--- src/rtl/param_lock_controller_if.sv ---
// Keypad-side bundle for the lock controller: digit strobes and commands in, status out.
// No backpressure; every strobe is consumed or dropped in the cycle it is presented.
interface param_lock_controller_if #(
  parameter int DIGITS   = 6,
  parameter int DIGIT_W  = 4,
  parameter int MAX_FAIL = 3
);
  localparam int CNT_W  = $clog2(DIGITS + 1);
  localparam int FCNT_W = $clog2(MAX_FAIL + 1);

  logic                        digit_valid;
  logic [DIGIT_W-1:0]          digit;
  logic                        cancel;
  logic                        relock;
  logic [DIGITS*DIGIT_W-1:0]   disp;
  logic [CNT_W-1:0]            digit_cnt;
  logic                        unlock;
  logic                        fail;
  logic                        lockout;
  logic                        code_set;
  logic [FCNT_W-1:0]           fail_cnt;

  modport master (
    output digit_valid, digit, cancel, relock,
    input  disp, digit_cnt, unlock, fail, lockout, code_set, fail_cnt
  );

  modport slave (
    input  digit_valid, digit, cancel, relock,
    output disp, digit_cnt, unlock, fail, lockout, code_set, fail_cnt
  );
endinterface

--- src/rtl/param_lock_controller.sv ---
// N-digit lock: buffers digits, verifies in a one-cycle CHECK state, handles lockout, auto-relock and code change.
// Digit visible one edge after strobe, verdict one edge after the last digit; strobes in CHECK/LOCKOUT are dropped.
module param_lock_controller #(
  parameter int                            DIGITS       = 6,
  parameter int                            DIGIT_W      = 4,
  parameter int                            MAX_FAIL     = 3,
  parameter int                            LOCKOUT_CYC  = 1000,
  parameter int                            UNLOCK_CYC   = 5000,
  parameter logic [DIGITS*DIGIT_W-1:0]     DEFAULT_CODE = '0
) (
  input  logic                   clk,
  input  logic                   clr,
  param_lock_controller_if.slave bus
);
  localparam int CNT_W  = $clog2(DIGITS + 1);
  localparam int FCNT_W = $clog2(MAX_FAIL + 1);
  localparam int LOCK_W = (LOCKOUT_CYC < 2) ? 1 : $clog2(LOCKOUT_CYC);
  localparam int IDLE_W = (UNLOCK_CYC < 2) ? 1 : $clog2(UNLOCK_CYC);
  localparam int BUF_W  = DIGITS * DIGIT_W;

  localparam logic [CNT_W-1:0]  CNT_LAST  = CNT_W'(DIGITS - 1);
  localparam logic [CNT_W-1:0]  CNT_FULL  = CNT_W'(DIGITS);
  localparam logic [FCNT_W-1:0] FAIL_LAST = FCNT_W'(MAX_FAIL - 1);
  localparam logic [FCNT_W-1:0] FAIL_MAX  = FCNT_W'(MAX_FAIL);
  localparam logic [LOCK_W-1:0] LOCK_LAST = LOCK_W'(LOCKOUT_CYC - 1);
  localparam logic [IDLE_W-1:0] IDLE_LAST = (UNLOCK_CYC == 0) ? '0 : IDLE_W'(UNLOCK_CYC - 1);

  typedef enum logic [1:0] {
    S_LOCKED   = 2'd0,
    S_CHECK    = 2'd1,
    S_UNLOCKED = 2'd2,
    S_LOCKOUT  = 2'd3
  } state_t;

  state_t              r_state;
  logic [BUF_W-1:0]    r_buf;
  logic [BUF_W-1:0]    r_code;
  logic [CNT_W-1:0]    r_cnt;
  logic [FCNT_W-1:0]   r_fail_cnt;
  logic [LOCK_W-1:0]   r_lock_tmr;
  logic [IDLE_W-1:0]   r_idle;
  logic                r_fail;
  logic                r_code_set;

  logic [BUF_W-1:0]    w_next_buf;
  logic                w_last;
  logic                w_activity;
  int                  w_slot;

  // First digit lands in the most-significant slot.
  always_comb begin
    w_next_buf = r_buf;
    w_slot     = DIGITS - 1 - int'(r_cnt);
    if (r_cnt < CNT_FULL) begin
      w_next_buf[w_slot*DIGIT_W +: DIGIT_W] = bus.digit;
    end
  end

  assign w_last     = (r_cnt == CNT_LAST);
  assign w_activity = bus.digit_valid | bus.cancel;

  always_ff @(posedge clk) begin
    if (clr) begin
      r_state    <= S_LOCKED;
      r_buf      <= '0;
      r_code     <= DEFAULT_CODE;
      r_cnt      <= '0;
      r_fail_cnt <= '0;
      r_lock_tmr <= '0;
      r_idle     <= '0;
      r_fail     <= 1'b0;
      r_code_set <= 1'b0;
    end else begin
      r_fail     <= 1'b0;
      r_code_set <= 1'b0;
      case (r_state)
        S_LOCKED: begin
          if (bus.cancel) begin
            r_buf <= '0;
            r_cnt <= '0;
          end else if (bus.digit_valid) begin
            r_buf <= w_next_buf;
            r_cnt <= r_cnt + 1'b1;
            if (w_last) r_state <= S_CHECK;
          end
        end
        S_CHECK: begin
          r_buf <= '0;
          r_cnt <= '0;
          if (r_buf == r_code) begin
            r_state    <= S_UNLOCKED;
            r_fail_cnt <= '0;
            r_idle     <= '0;
          end else begin
            r_fail <= 1'b1;
            if (r_fail_cnt >= FAIL_LAST) begin
              r_fail_cnt <= FAIL_MAX;
              r_lock_tmr <= '0;
              r_state    <= S_LOCKOUT;
            end else begin
              r_fail_cnt <= r_fail_cnt + 1'b1;
              r_state    <= S_LOCKED;
            end
          end
        end
        S_UNLOCKED: begin
          if (w_activity) r_idle <= '0;
          else if (r_idle != IDLE_LAST) r_idle <= r_idle + 1'b1;
          // cancel outranks relock, which outranks a pending digit
          if (bus.cancel) begin
            r_buf <= '0;
            r_cnt <= '0;
          end else if (bus.relock) begin
            r_buf   <= '0;
            r_cnt   <= '0;
            r_state <= S_LOCKED;
          end else if (bus.digit_valid) begin
            if (w_last) begin
              r_code     <= w_next_buf;
              r_code_set <= 1'b1;
              r_buf      <= '0;
              r_cnt      <= '0;
            end else begin
              r_buf <= w_next_buf;
              r_cnt <= r_cnt + 1'b1;
            end
          end else if (UNLOCK_CYC != 0 && r_idle == IDLE_LAST) begin
            r_buf   <= '0;
            r_cnt   <= '0;
            r_state <= S_LOCKED;
          end
        end
        S_LOCKOUT: begin
          if (r_lock_tmr == LOCK_LAST) begin
            r_fail_cnt <= '0;
            r_state    <= S_LOCKED;
          end else begin
            r_lock_tmr <= r_lock_tmr + 1'b1;
          end
        end
        default: r_state <= S_LOCKED;
      endcase
    end
  end

  assign bus.disp      = r_buf;
  assign bus.digit_cnt = r_cnt;
  assign bus.unlock    = (r_state == S_UNLOCKED);
  assign bus.lockout   = (r_state == S_LOCKOUT);
  assign bus.fail      = r_fail;
  assign bus.code_set  = r_code_set;
  assign bus.fail_cnt  = r_fail_cnt;
endmodule

--- src/flat_wrapper.sv ---
// flat-port wrapper written by rule: the top's interface ports become plain ports
module param_lock_controller_flat 
#(
  parameter int                            DIGITS       = 6,
  parameter int                            DIGIT_W      = 4,
  parameter int                            MAX_FAIL     = 3,
  parameter int                            LOCKOUT_CYC  = 1000,
  parameter int                            UNLOCK_CYC   = 5000,
  parameter logic [DIGITS*DIGIT_W-1:0]     DEFAULT_CODE = '0
)
  (clk, clr, bus_digit_valid, bus_digit, bus_cancel, bus_relock, bus_disp, bus_digit_cnt, bus_unlock, bus_fail, bus_lockout, bus_code_set, bus_fail_cnt);
  param_lock_controller_if #(.DIGITS(DIGITS), .DIGIT_W(DIGIT_W), .MAX_FAIL(MAX_FAIL)) bus_i ();
  input  logic clk;
  input  logic clr;
  input wire logic [$bits(bus_i.digit_valid)-1:0] bus_digit_valid;
  input wire logic [$bits(bus_i.digit)-1:0] bus_digit;
  input wire logic [$bits(bus_i.cancel)-1:0] bus_cancel;
  input wire logic [$bits(bus_i.relock)-1:0] bus_relock;
  output wire logic [$bits(bus_i.disp)-1:0] bus_disp;
  output wire logic [$bits(bus_i.digit_cnt)-1:0] bus_digit_cnt;
  output wire logic [$bits(bus_i.unlock)-1:0] bus_unlock;
  output wire logic [$bits(bus_i.fail)-1:0] bus_fail;
  output wire logic [$bits(bus_i.lockout)-1:0] bus_lockout;
  output wire logic [$bits(bus_i.code_set)-1:0] bus_code_set;
  output wire logic [$bits(bus_i.fail_cnt)-1:0] bus_fail_cnt;
  assign bus_i.digit_valid = bus_digit_valid;
  assign bus_i.digit = bus_digit;
  assign bus_i.cancel = bus_cancel;
  assign bus_i.relock = bus_relock;
  assign bus_disp = bus_i.disp;
  assign bus_digit_cnt = bus_i.digit_cnt;
  assign bus_unlock = bus_i.unlock;
  assign bus_fail = bus_i.fail;
  assign bus_lockout = bus_i.lockout;
  assign bus_code_set = bus_i.code_set;
  assign bus_fail_cnt = bus_i.fail_cnt;
  param_lock_controller #(.DIGITS(DIGITS), .DIGIT_W(DIGIT_W), .MAX_FAIL(MAX_FAIL), .LOCKOUT_CYC(LOCKOUT_CYC), .UNLOCK_CYC(UNLOCK_CYC), .DEFAULT_CODE(DEFAULT_CODE)) u_core (.clk(clk), .clr(clr), .bus(bus_i));
endmodule
--- config.mk ---
export PLATFORM = sky130hd
export DESIGN_NAME = param_lock_controller_flat
export DESIGN_NICKNAME = d
export VERILOG_FILES = /design/src/rtl/param_lock_controller_if.sv /design/src/rtl/param_lock_controller.sv /design/src/flat_wrapper.sv
export SDC_FILE = /design/constraint.sdc
export NUM_CORES = 1
export LEC_CHECK = 0
export CORE_ASPECT_RATIO = 1.4
export CORE_MARGIN = 5
export CORE_UTILIZATION = 57
export DETAILED_ROUTE_END_ITERATION = 7
export HOLD_SLACK_MARGIN = 0.1
export PLACE_DENSITY_LB_ADDON = 0.15
export SETUP_SLACK_MARGIN = 0.05
export SLEW_MARGIN = 0
export SYNTH_ARGS = -nofsm -noshare
export SYNTH_HDL_FRONTEND = slang
export SYNTH_SLANG_ARGS = --single-unit
--- constraint.sdc ---
create_clock -name clk -period 3.6 [get_ports clk]
set_clock_uncertainty 0.05 [all_clocks]
set_input_delay 0.54 -clock clk [delete_from_list [all_inputs] [get_ports clk]]
set_output_delay 0.54 -clock clk [all_outputs]
set_load 0.005 [all_outputs]
# Word-level counts from Yosys, hierarchy flattened
# Index checks and enable logic that the tools add are counted.
# word_totals
regBits,80
# classes
n_reduce_logical,12
addsub,6
n_eq_ne,22
n_mux,42
bitwise_logic,6
n_lt_le_gt_ge,2
shifts,2
# ops
op,n
$mux 24,8
$pmux 24 s3,1
$mux 13,3
$neg 32->33,1
$shift 4x33->24 const A,1
$shiftx 4x33->24,1
$mux 10,3
$pmux 13 s2,1
$bwmux 24,1
$eq 24x24->1,1
$mux 2,12
$mux 3,7
$pmux 10 s2,1
$add 13x1->13 const B,1
$eq 13x13->1 const B,1
$ne 13x13->1 const B,1
$add 10x1->10 const B,1
$eq 10x10->1 const B,1
$ne 2x2->1 const B,5
$pmux 3 s3,1
$ne 2x1->1 const B,4
$pmux 2 s4,1
$reduce_and 7->1,1
$ne 3x3->1 const B,2
other kinds (24),32

# Depth between registers and ports, before layout
# depth
depth_word,10
mapped_depth,11

# Worst setup path after synthesis
# OpenSTA, ideal clock, no wires.
# synth_path
kind,reg2reg
startpoint,register u_core.r_cnt[1] (netlist: u_core.bus.digit_cnt[1])
endpoint,register u_core.r_buf[16] (netlist: u_core.bus.disp[16])
t_arrival_ns,2.937
stages_incl_launch_ff,11
setup_ns,0.070
path_buffers,0
setup_slack_ns,0.542
required_time_ns,3.480
path_cell_list,dfxtp_1 -> inv_1 -> ha_1 -> nand2b_1 -> ha_1 -> nand4b_1 -> or4_4 -> a2111oi_4 -> nand2_1 -> or3_1 -> a21oi_1
# synth_between
elab_chain_len,10
word_cells_on_any_way,15
# synth_lines
element,line_no,rtl
"start, declared",param_lock_controller.sv:38,logic [CNT_W-1:0] r_cnt;
"start signal, assigned",param_lock_controller.sv:83,r_cnt <= r_cnt + 1'b1;
"start signal, assigned",param_lock_controller.sv:125,r_cnt <= r_cnt + 1'b1;
$sub 3x3->4,param_lock_controller.sv:53,w_slot = DIGITS - 1 - int'(r_cnt);
$neg 32->33,param_lock_controller.sv:55,w_next_buf[w_slot*DIGIT_W +: DIGIT_W] = bus.digit;
$shiftx 4x33->24 / $shift 4x33->24 (equally long branches),param_lock_controller.sv:55,
$bwmux 24,param_lock_controller.sv:55,
$mux 24,param_lock_controller.sv:54,if (r_cnt < CNT_FULL) begin
$mux 24,param_lock_controller.sv:118,if (w_last) begin
$mux 24,param_lock_controller.sv:117,end else if (bus.digit_valid) begin
$mux 24,param_lock_controller.sv:113,end else if (bus.relock) begin
$mux 24,param_lock_controller.sv:110,if (bus.cancel) begin
$pmux 24 s3 (*),param_lock_controller.sv:76,case (r_state)
"end signal, assigned",param_lock_controller.sv:82,r_buf <= w_next_buf;
"end signal, assigned",param_lock_controller.sv:124,r_buf <= w_next_buf;
"end, declared",param_lock_controller.sv:36,logic [BUF_W-1:0] r_buf;
# Every way passes the cells marked *; elsewhere a longest branch is shown, timed or not. The select of a mux whose other input is x is not followed.
# A chain may end at the register's enable or synchronous reset.

# Final worst setup path
# layout_path
startpoint,register u_core.r_cnt[1] (netlist: u_core.bus.digit_cnt[1])
endpoint,register u_core.r_buf[17] (netlist: u_core.bus.disp[17])
# Same word-level chain as after synthesis.

==> qor.yml <==
global_route:
  grt_first_pass_wirelength_um: 18300
  grt_max_degree: 49
  antenna_found_initial: 0
  grtUsageTotal: 0.234
  grt-ovfl-total: 0
  grt_pass1_vias: 3849
clocking:
  cts_tree: "yes"
  path_clk_slew_ns: 0.08
  htree_levels: 3
  cts_resized: 0
  numCtsBuffers: 9
  cts-root-buf: "clkbuf_8"
  cts_sinks: 80
  holdBufCountCts: 0
  clockBufferDepth: 2
  clk_latency_ns: 0.36
setup_path:
  cp_slowest_cell: "a2111o_1"
  criticalPathCategory: "flip-flop to flip-flop"
  required_ns: 3.84
  cp_slowest_stage_delay_ns: 0.51
  end_kind: "flip-flop"
  worstPathArrival_ns: 3.60
  critPathMaxFanout: 6
  worstReg2RegStart: "u_core.bus.digit_cnt[1]"
  path_cells: "inv_1, ha_1, nand2b_1, ha_1, nand4b_1, or4_4, a2111o_1, nor4_2, a22oi_1, nor2_1"
  setup.worst_path.start: "u_core.bus.digit_cnt[1]"
  start_kind: "flip-flop"
  path_buf_inv: 1
  crit_top_cell: "ha_1"
  cp_top_family: "simple AND/OR/NAND/NOR gates"
route:
  finalWirelength_um: 10900
  drc: 0
  antenna_left: 0
  via_per_inst: 6.29
  drt_first_pass_iters: 6
  drt-initial-drc-count: 349
  routed-via-count: 4054
  routedWlPerCell_um: 17.0
synthesis:
  synthMuxAreaShare: 0.0367
  synth_edf_count: 0
  synthSimpleGateAreaFrac: 0.250
  ys.flop_type: "dfxtp_1"
  syn-num-nets: 534
  synth_seq_cells: 80
  yosys_warnings: 0
  synth-seq-area-share: 0.367
  syn_inst: 506
  yosys-top-cells-area: "dfxtp_1 (37%), ha_1 (5.2%), xnor2_1 (4.8%)"
  ys_async_sr_fraction: 0
  synth_top_area_share: 0.367
  synthXorXnorAreaFrac: 0.0501
  synth_top_family_by_area: "simple AND/OR/NAND/NOR gates"
  netlist-cell-type-count: 61
  synth_compound_area_frac: 0.209
  avgSynthCellArea_um2: 8.63
  synthAdderAreaFrac: 0.0561
  synthesis.area_mm2: 0.00437
  synth_top_cell_by_area: "dfxtp_1"
power:
  power.density_mw_per_mm2: 349
  vdd_drop_max_mv: 0.282
  leakagePower_nw: 1.67
sta:
  period_share: 0.934
  maxSlewHeadroom: 0.432
  finalSetupTns_ns: 0
  finalMaxSlewViolations: 0
  tightest_slew_ns: 0.852
  period_minus_slack_ns: 3.36
  rsz0062_at_grt: "false"
  finalHoldViolations: 0
  max_freq_mhz: 297
  setup_viol: 0
min_path:
  hold_path.class: "flip-flop to flip-flop"
  hp-start: "u_core.r_idle[12]"
final_layout:
  nNetsFinal: 572
  area_growth_pct: 16.3
  n_antenna_cell: 0
  drive_gt1_frac: 0.0876
  utilization: 0.686
floorplan:
  rows: 37
  fp.dieW_um: 84.0
  initial_core_util: 0.590
  num_io_pins: 42
  core_region_area_mm2: 0.00741
  die_h_um: 114
  die_area_mm2: 0.00954
placed_design:
  port_buffers: 41
  place_hpwl_um: 7890
  place.gp.congestion: 0.915
status:
  status: "finished, final reports clean"
job:
  cap_viol_max_count: 0
power breakdown:
part / switching, mW / total [mW] / internal [mW]
Combinational: 0.100 / 0.163 / 0.0627
Clock: 0.329 / 0.713 / 0.384
Sequential: 0.00843 / 0.898 / 0.890
Total: 0.438 / 1.77 / 1.34
stage by stage:
step                worst slack, ns  hold WS (ns)  total power, mW  std cells  cell area [um2]
floorplan                     0.542         0.395             1.02        506             4370
global placement              0.452         0.411             1.08        629             4870
detailed placement            0.349         0.427             1.08        629             4870
CTS                           0.244         0.438             1.79        644             5070
global route                 0.0686         0.471             1.86        645             5080
finish                        0.236         0.437             1.77        645             5080
timing repair:
action | in CTS | in global routing
setup endpoints to repair | 0 | 2
endpoints found under the hold margin | 0 | 0
buffers inserted | 0 | 1
logic make-up after synthesis:
group | after synthesis
adders and majority gates | 19
buffers and inverters | 35
DFF | 80
muxes | 16
xor gates and xnor gates | 25
AOI/OAI and AO/OA | 130
and+or+nand+nor | 201
registers in the layout, indices dropped and copies added, names as in the netlist:
register and count:
u_core.r_state 2, u_core.bus.code_set 1, u_core.bus.disp 24, u_core.r_lock_tmr 10
u_core.bus.digit_cnt 3, u_core.bus.fail 1, u_core.r_idle 13, u_core.r_code 24
u_core.bus.fail_cnt 2
layer usage:
layer  vias up  wire length [um]  GRT usage  share of wire
li1       1950                 -          -              -
met1      1915              4280      0.266           0.39
met2       149              5680      0.421           0.52
met3        40               604     0.0491          0.055
met4         0               373      0.102          0.034
met5         -                 0          0              0
layout by cell type (no fill, tap or decap), types with 14 or more instances in the layout:
cell type | netlist | layout
xnor2_1 | 24 | 24
a21oi_1 | 40 | 40
clkdlybuf4s50_1 | 0 | 40
nand2_1 | 39 | 39
a211oi_1 | 18 | 18
dfxtp_1 | 80 | 80
or3_1 | 20 | 20
mux2i_1 | 16 | 16
nor2_1 | 49 | 49
nand3_1 | 18 | 18
ha_1 | 18 | 18
o21ai_0 | 14 | 14
Yosys cell counts, drive strengths merged, types with 3 or more instances:
library cell and instances:
nand2 40, and2 3, a22oi 10, nor2b 8, or3 20, a311oi 8
o31ai 9, a211oi 19, nand2b 9, a211o 3, o21ai 14, nand4b 3
ha 18, nor3b 3, o211ai 3, a31o 3, nor3 7, clkbuf 21
nor2 50, mux2i 16, or4 10, a22o 4, nand3 18, nand4 12
nor4 9, dfxtp 80, xnor2 24, inv 12, a21o 3, a21oi 40
tightest hold or removal path, cell delays in order, from the launching register on:
cell,delay [ns]
dfxtp_1,0.32
o31ai_1,0.07
a21oi_1,0.06
final cells by class:
| cell class | count | area [um2] |
|---|---|---|
| clock inverter | 6 | 85.1 |
| multi-input combinational | 391 | 2630 |
| tap | 97 | 121 |
| inverter | 12 | 45.0 |
| clock buffer | 9 | 124 |
| timing repair buffer | 50 | 473 |
| fill | 623 | 2320 |
| sequential | 80 | 1600 |
worst paths after layout:
check,end,slack (ns),depth (start not counted)
max,u_core.bus.disp[17],0.24,10
min reg2reg,u_core.r_idle[12],0.44,2
min,u_core.r_idle[12],0.44,2
max reg2reg,u_core.bus.disp[17],0.24,10
(Power assumes the default switching activity.)
